--- src/rtl/bus_arbiter_rr_pkg.sv ---
// Shared definitions for the round-robin bus arbiter: FSM states, the polarity
// of the active-low bus strobes, and the default tenure limit.
package bus_arbiter_rr_pkg;

  typedef enum logic [1:0] {
    ST_IDLE    = 2'd0,
    ST_GRANT   = 2'd1,
    ST_RELEASE = 2'd2
  } arb_state_e;

  // Bus request/grant/lock strobes are all active-low.
  localparam logic ENABLE_  = 1'b0;
  localparam logic DISABLE_ = 1'b1;

  localparam int DEFAULT_MAXHOLD = 16;

endpackage

--- src/rtl/bus_arbiter_rr_pick.sv ---
// Rotating-priority picker: returns the first active request found searching
// upward from ptr_i+1, wrapping modulo N.
module rr_pick #(
  parameter int N  = 4,
  parameter int IW = $clog2(N)
) (
  input  logic [N-1:0]  req_i,
  input  logic [IW-1:0] ptr_i,
  output logic [IW-1:0] idx_o,
  output logic          valid_o
);

  always_comb begin
    logic [IW:0] pos;
    idx_o   = '0;
    valid_o = 1'b0;
    for (int i = 1; i <= N; i++) begin
      // One spare bit holds ptr+i before the modulo-N wrap.
      pos = {1'b0, ptr_i} + (IW + 1)'(i);
      if (pos >= (IW + 1)'(N)) pos = pos - (IW + 1)'(N);
      if (!valid_o && req_i[pos[IW-1:0]]) begin
        valid_o = 1'b1;
        idx_o   = pos[IW-1:0];
      end
    end
  end

endmodule

--- src/rtl/bus_arbiter_rr.sv ---
// Round-robin bus arbiter with active-low request/grant/lock strobes, a
// registered one-hot-low grant, a one-cycle turnaround and tenure-limit preemption.
module bus_arbiter_rr
  import bus_arbiter_rr_pkg::*;
#(
  parameter int NMASTER = 4,
  parameter int MAXHOLD = DEFAULT_MAXHOLD,
  parameter int IDW     = $clog2(NMASTER)
) (
  input  logic               clk,
  input  logic               reset,
  input  logic [NMASTER-1:0] breq_,
  input  logic [NMASTER-1:0] block_,
  output logic [NMASTER-1:0] bgrt_,
  output logic [IDW-1:0]     owner,
  output logic               busy,
  output logic               preempt
);

  localparam int              CW      = (MAXHOLD > 1) ? $clog2(MAXHOLD) : 1;
  localparam logic [CW-1:0]   CNT_MAX = CW'((MAXHOLD > 0) ? MAXHOLD - 1 : 0);
  localparam logic [IDW-1:0]  PTR_RST = IDW'(NMASTER - 1);

  arb_state_e         state_q, state_d;
  logic [IDW-1:0]     ptr_q, ptr_d;
  logic [IDW-1:0]     owner_q, owner_d;
  logic [CW-1:0]      cnt_q, cnt_d;
  logic [NMASTER-1:0] bgrt_q, bgrt_d;
  logic               preempt_q, preempt_d;

  logic [NMASTER-1:0] req_vec;
  logic [IDW-1:0]     pick_idx;
  logic               pick_valid;

  assign req_vec = ~breq_;

  rr_pick #(
    .N  (NMASTER),
    .IW (IDW)
  ) u_pick (
    .req_i   (req_vec),
    .ptr_i   (ptr_q),
    .idx_o   (pick_idx),
    .valid_o (pick_valid)
  );

  always_comb begin
    logic [NMASTER-1:0] owner_oh;
    logic               owner_released;
    logic               others_waiting;
    logic               can_preempt;

    // NOTE: every variable gets a default before the case so no path leaves it
    // unassigned, which would otherwise infer a latch.
    state_d   = state_q;
    ptr_d     = ptr_q;
    owner_d   = owner_q;
    cnt_d     = cnt_q;
    bgrt_d    = bgrt_q;
    preempt_d = 1'b0;

    owner_oh          = '0;
    owner_oh[owner_q] = 1'b1;
    owner_released    = (breq_[owner_q] == DISABLE_);
    others_waiting    = |(req_vec & ~owner_oh);
    // Lock strobe low means the owner may not be preempted.
    can_preempt       = (MAXHOLD != 0) && (cnt_q == CNT_MAX) &&
                        (block_[owner_q] == DISABLE_) && others_waiting;

    case (state_q)
      ST_IDLE: begin
        bgrt_d = {NMASTER{DISABLE_}};
        cnt_d  = '0;
        if (pick_valid) begin
          bgrt_d[pick_idx] = ENABLE_;
          owner_d          = pick_idx;
          state_d          = ST_GRANT;
        end
      end
      ST_GRANT: begin
        if (cnt_q != CNT_MAX) cnt_d = cnt_q + 1'b1;
        // A voluntary release takes precedence over a simultaneous tenure expiry.
        if (owner_released || can_preempt) begin
          bgrt_d    = {NMASTER{DISABLE_}};
          ptr_d     = owner_q;
          preempt_d = !owner_released;
          state_d   = ST_RELEASE;
        end
      end
      ST_RELEASE: begin
        bgrt_d  = {NMASTER{DISABLE_}};
        cnt_d   = '0;
        state_d = ST_IDLE;
      end
      default: begin
        bgrt_d  = {NMASTER{DISABLE_}};
        state_d = ST_IDLE;
      end
    endcase
  end

  // NOTE: state registers use non-blocking assignments so every flop samples
  // the pre-edge values regardless of statement order.
  always_ff @(posedge clk) begin
    if (reset) begin
      state_q   <= ST_IDLE;
      ptr_q     <= PTR_RST;
      owner_q   <= '0;
      cnt_q     <= '0;
      bgrt_q    <= {NMASTER{DISABLE_}};
      preempt_q <= 1'b0;
    end else begin
      state_q   <= state_d;
      ptr_q     <= ptr_d;
      owner_q   <= owner_d;
      cnt_q     <= cnt_d;
      bgrt_q    <= bgrt_d;
      preempt_q <= preempt_d;
    end
  end

  assign bgrt_   = bgrt_q;
  assign owner   = owner_q;
  assign busy    = ~&bgrt_q;
  assign preempt = preempt_q;

endmodule

--- config.mk ---
export PLATFORM = sky130hd
export DESIGN_NAME = bus_arbiter_rr
export DESIGN_NICKNAME = d
export VERILOG_FILES = /design/src/rtl/bus_arbiter_rr_pkg.sv /design/src/rtl/bus_arbiter_rr_pick.sv /design/src/rtl/bus_arbiter_rr.sv
export SDC_FILE = /design/constraint.sdc
export NUM_CORES = 1
export LEC_CHECK = 0
export ABC_AREA = 1
export CORE_MARGIN = 5
export CORE_UTILIZATION = 52
export CTS_CLUSTER_DIAMETER = 200
export DETAILED_ROUTE_END_ITERATION = 10
export PLACE_DENSITY = 0.78
export SYNTH_ARGS = -nofsm -noshare
export SYNTH_HDL_FRONTEND = slang
export SYNTH_SLANG_ARGS = --single-unit
--- constraint.sdc ---
create_clock -name clk -period 1.85 [get_ports clk]
set_input_delay 0.185 -clock clk [delete_from_list [all_inputs] [get_ports clk]]
set_output_delay 0.185 -clock clk [all_outputs]
set_load 0.01 [all_outputs]
== After elaboration in Yosys (flattened, before gate mapping) ==
Cells that the tools add are included.

* RAM bits: 0
* Bits in latches: 0
* Output and inout bits: 8
* Flip-flop bits (word level): 15
* ROM bits: 0
* Memories: 0

* Shifts and indexed selects: 0
* Multipliers: 0
* Equality and inequality tests: 7
* Add/sub/neg operators: 9
* $lt $le $gt $ge: 12
* Div/mod/pow operators: 0
* Multiplexer cells: 36
* Reduce and logical (&&, ||, !) cells: 23
* Bitwise operators: 6

{| class="wikitable"
|+ Operators by type and width
! operator !! count
|-
| 2-bit 2-to-1 mux || 10
|-
| 2-bit by 3-bit < comparator with 1-bit output (second input constant) || 6
|-
| 4-bit case mux with 2 select lines || 2
|-
| 1-bit binary-select mux with 2-bit select || 6
|-
| 3-bit greater-or-equal comparator (second input constant) || 4
|-
| 1-bit 2-to-1 mux || 12
|-
| 4-bit 2-to-1 mux || 3
|-
| 4-bit NOT || 3
|-
| 2-bit AND reduction || 4
|-
| 2-bit by 1-bit subtractor with 2-bit output (second input constant) || 4
|-
| 1-bit logical AND || 7
|-
| 2-bit by 2-bit adder with 3-bit output (second input constant) || 2
|-
| 2-bit != test (second input constant) || 3
|-
| 1-bit logical NOT || 5
|-
| 4-bit by 1-bit adder with 4-bit output (second input constant) || 1
|-
| 4-bit AND || 1
|-
| 1-bit demux with 2-bit select || 2
|-
| 4-bit == test (second input constant) || 1
|-
| 2-bit by 1-bit greater-or-equal comparator with 1-bit output (second input constant) || 2
|-
| 4-bit != test (second input constant) || 1
|-
| 2-bit case mux with 2 select lines || 1
|-
| 4-bit AND reduction || 1
|-
| 4-bit OR reduction || 1
|-
| 2-bit by 1-bit adder with 3-bit output (second input constant) || 1
|-
| other kinds (9) || 10
|}

== Depth between registers and ports, before layout ==
* Depth in word-level cells: 22
* Gate-level depth with buffers: 13

== Modules after synthesis ==
From an unflattened synthesis, not the netlist that was laid out.

* Cells, all modules: 163
* Area, all modules: 1088.5 um^2

{| class="wikitable"
|+ Modules (own cells, without submodules)
! module !! cells each !! area each (um^2) !! times used
|-
| bus_arbiter_rr || 111 || 817.0 || 1
|-
| rr_pick || 52 || 271.5 || 1
|}

== Worst setup path after synthesis ==
No wires, ideal clock.

* Kind: flip-flop to flip-flop
* Start point: register owner_q[1] (netlist: owner[1])
* End point: register bgrt_q[2] (netlist: bgrt_[2])
* Path slack: 0.487 ns
* Path buffers: 1
* Data required time: 1.734 ns
* Arrival: 1.247 ns
* Period minus slack after synthesis: 1.363 ns
* Library setup time: 0.116 ns
* Stages on the path, launching flop included: 9
* Path through: dfxtp_1 buf_4 inv_1 o21ai_0 nand4_1 nand3b_2 nand3_1 o21ai_1 nand2_1

* Longest elaborated chain between the ends: 10
* Elaborated cells between the ends (all ways): 16
* Those cells by class: 2 x order compare; 1 x eq/ne; 6 x mux; 2 x bitwise; 5 x reduce/logical

{| class="wikitable"
|+ RTL lines
! what !! line !! RTL
|-
| start, declared || bus_arbiter_rr.sv:26 || <nowiki>logic [IDW-1:0] owner_q, owner_d;</nowiki>
|-
| start signal, assigned || bus_arbiter_rr.sv:115 || <nowiki>owner_q <= owner_d;</nowiki>
|-
| 2-bit by 3-bit < comparator with 1-bit output (not written as such) or 2-bit by 1-bit greater-or-equal comparator with 1-bit output (tied branches) || bus_arbiter_rr.sv:63 || <nowiki>owner_oh[owner_q] = 1'b1;</nowiki>
|-
| 1-bit logical AND (not written as such) || bus_arbiter_rr.sv:63 ||
|-
| 1-bit 2-to-1 mux (not written as such) || bus_arbiter_rr.sv:63 ||
|-
| 1-bit demux with 2-bit select || bus_arbiter_rr.sv:63 ||
|-
| 4-bit NOT || bus_arbiter_rr.sv:65 || <nowiki>others_waiting = |(req_vec & ~owner_oh);</nowiki>
|-
| 4-bit AND || bus_arbiter_rr.sv:65 ||
|-
| 4-bit OR reduction || bus_arbiter_rr.sv:65 ||
|-
| 1-bit logical AND || bus_arbiter_rr.sv:68 || <nowiki>(block_[owner_q] == DISABLE_) && others_waiting;</nowiki>
|-
| 1-bit logical OR (*) || bus_arbiter_rr.sv:83 || <nowiki>if (owner_released || can_preempt) begin</nowiki>
|-
| 2-bit != test (no line) (*) || - ||
|-
| end signal, assigned || bus_arbiter_rr.sv:110 || <nowiki>bgrt_q <= {NMASTER{DISABLE_}};</nowiki>
|-
| end signal, assigned || bus_arbiter_rr.sv:117 || <nowiki>bgrt_q <= bgrt_d;</nowiki>
|-
| end, declared || bus_arbiter_rr.sv:28 || <nowiki>logic [NMASTER-1:0] bgrt_q, bgrt_d;</nowiki>
|}

Mark *: on every way between the ends. The rest lies on a longest branch, timed or not. The select of a mux whose other input is x is not followed.
A chain may end at the register's enable or synchronous reset.

== Worst setup path after layout ==
* Start point: register owner_q[1] (netlist: owner[1])
* End point: output port owner[1]

{| class="wikitable"
|+ RTL lines
! what !! line !! RTL
|-
| end, declared || bus_arbiter_rr.sv:15 || <nowiki>output logic [IDW-1:0] owner,</nowiki>
|}

No word-level cell between the ends.

==> run metrics <==
status complete, no violations; die width 55.54 um; CORE AREA slightly below 0.002 mm2; total number of vias approximately 1,200; crit path max-delay cell type clkdlybuf4s50_1; global-route wire length before repair 4.747 mm; synth unique cells 22; Levels on crit path 2; clock sink total 15; Final Skew 0.001860 ns; initial antenna violation count 0; Synth Area per Inst 6.307 um2; worst-path fanout max 6; crit-path max cell delay 0.54 ns; DRT Pass-1 Iters 4; IO Count 18; Pwr Density between 1000 and 1500 mW/mm2; Fmax 617.2 MHz; Routed Antenna Nets 0; register area share after synthesis ~28%; Routed WL per cell 12.09 um; DR DRC count 0; final setup violation count 0; remaining global-route overflow 0; Root Driver clkbuf_4; largest net degree at the start of global routing 11; multi-input logic area 669.4 um2; clock-pin slew on the worst setup and hold paths 0.09 ns; Async SR Flop Fraction 0%; I/O Buffers 17; max-cap violations 0; total global-route track usage 17.99%; Slew Limit Fails 0; hold_buf cts 0; Hold Crit Depth 1; share of cells above drive strength 1 17.80%; final net count 203; CP Class reg2out; hold_ws 0.4704 ns; min cycle time layout 1.620 ns; Final Hold Fails 0; Cells after Synth 171; Post-CTS Setup Inserts 0; Max VDD drop 0.8487 mV; EDFF count, synth 0; row count 16; vias in the first global route 1,136; Routed WL 2.635 mm; Initial Util approximately 55%; critical path's top delay family buffers and inverters; DPL Wire Length 2.024 mm; CTS max path bufs 2; syn_nets 182; FF-to-FF path depth 7; Worst Path Buf+Inv 2; RSZ-0062 raised after global routing false; TritonCTS clock tree yes; worst-skew pair later-pin latency 0.28 ns; critical path cell sequence buf_4 > clkdlybuf4s50_1; Hold EP cnt_q[3]$_SDFFE_PP0P_; Synth Register Bits 15; Placer Congestion 0.8279; initial DRC count 44; Min-Delay Startpoint cnt_q[3]$_SDFFE_PP0P_; fin crit share 87.58%; Critical Path RT approximately 1.7 ns; Least-Margin Pin Slew 0.4222 ns; Crit Reg-Reg Endpoint bgrt_[2]$_SDFFE_PP1P_; Yosys warnings 0; Hold Path Class reg2reg; DIE HEIGHT between 50 and 60 um; Slew headroom 71.85%; worst reg2reg path startpoint owner[0]$_SDFFE_PP0P_; post-synth top area cell dfxtp_1; R2R setup slack approximately 0.26 ns; CTS resizes 0; fillers 199; Die ar. slightly above 0.003 mm2; DR vias/cell 5.284; synth top area cells dfxtp_1 (28%), nand2_1 (19%), nand3_1 (11%); Antenna diodes 0; Num CTS Buffers 3; Sequential cell area around 300 um2; Area Overhead vs Synth 20.42%; Worst setup EP type output pin; setup TNS 0 ns; Post-Syn Area ~0.0011 mm2; post-synth top area share 27.84%; crit path launch type flop; Crit path arrival time approximately 1.4 ns; H-tree levels 1; leakage 0.6525 nW; Main synth FF type dfxtp_1
-- worst max-delay path by stage --
stage	from	slack (ns)	endpoint
floorplan	owner[1]$_SDFFE_PP0P_	0.49	bgrt_[2]$_SDFFE_PP1P_
finish	owner[1]$_SDFFE_PP0P_	0.23	owner[1]
global placement	breq_[1]	0.17	bgrt_[3]$_SDFFE_PP1P_
detailed placement	breq_[1]	0.15	bgrt_[3]$_SDFFE_PP1P_
CTS	owner[1]$_SDFFE_PP0P_	0.22	owner[1]
global route	owner[0]$_SDFFE_PP0P_	0.05	bgrt_[2]$_SDFFE_PP1P_
-- cells in the mapped netlist (2+ instances only) --
master    n
nand2_1  54
nand3_1  23
dfxtp_1  15
inv_1    15
nand2_2  13
nand4_1   8
nor2_1    7
a21oi_1   6
o21ai_0   5
inv_2     4
nand3_2   4
nor2_2    4
buf_4     3
o21ai_1   2
-- routing by layer --
metal  up-vias  track usage [%]  part of all wire, %
met5         -                0                    0
met4         0            5.208                  1.4
met3         6            3.030                  5.1
met2        38            32.43                   49
met1       509            21.57                   45
li1        599                -                    -
-- area by class of cell --
| type | count | share of cell area [%] |
|---|---|---|
| multi-input combinational | 132 | 51.54 |
| tap | 27 | 2.601 |
| sequential | 15 | 23.12 |
| inverter | 20 | 5.780 |
| timing repair buffer | 20 | 14.84 |
| clock buffer | 3 | 1.734 |
| clock inverter | 1 | 0.3854 |
-- power by group --
group          internal [mW]  total (mW)  leakage, nW  switching (mW)
Sequential             0.418       0.537        0.123           0.119
Clock                 0.0803       0.189       0.0177           0.109
Combinational          0.488        1.19        0.512           0.704
-- placed cells by master (no fill, tap or decap) --
master           netlist  final
nand3b_2               1      1
nand4_1                8      8
clkdlybuf4s50_1        0     17
o21ai_1                2      2
a21oi_1                6      6
nor2_2                 4      4
nand3_1               23     23
o211ai_1               1      1
o2111ai_2              1      1
clkinv_2               0      1
ha_1                   1      1
o21ai_0                5      5
inv_2                  4      4
dfxtp_1               15     15
nor2_1                 7      7
nand3b_1               1      1
o211a_1                1      1
clkinv_1               1      1
nand2_2               13     13
inv_1                 15     15
nand2_1               54     54
clkbuf_4               0      3
nand3_2                4      4
buf_4                  3      3
-- state kept, by name (all words and copies together), names as in the netlist --
name / flops
cnt_q: 4
preempt: 1
ptr_q: 2
owner: 2
bgrt_: 4
state_q: 2
-- per-stage QoR --
stage	cell area [um2]	setup WS, ns	std cells	power (mW)	utilization [%]
after global routing	1299	0.04727	218	2.124	66.20
after detailed placement	1271	0.1516	214	1.721	64.80
final	1299	0.2298	218	1.918	66.20
after floorplan	1079	0.4865	171	1.389	-
after CTS	1299	0.2169	218	1.917	66.20
after global placement	1271	0.1692	214	1.696	64.80
-- cells by family after synthesis --
family	after synthesis	synth area share [%]
AND/OR/NAND/NOR	115	51.86
buffers and inverters	24	10.09
AO/OA/AOI/OAI	16	9.048
adder cells (fa/ha/maj)	1	1.160
flip-flops	15	27.84
Power figures use the tool's default switching activity.
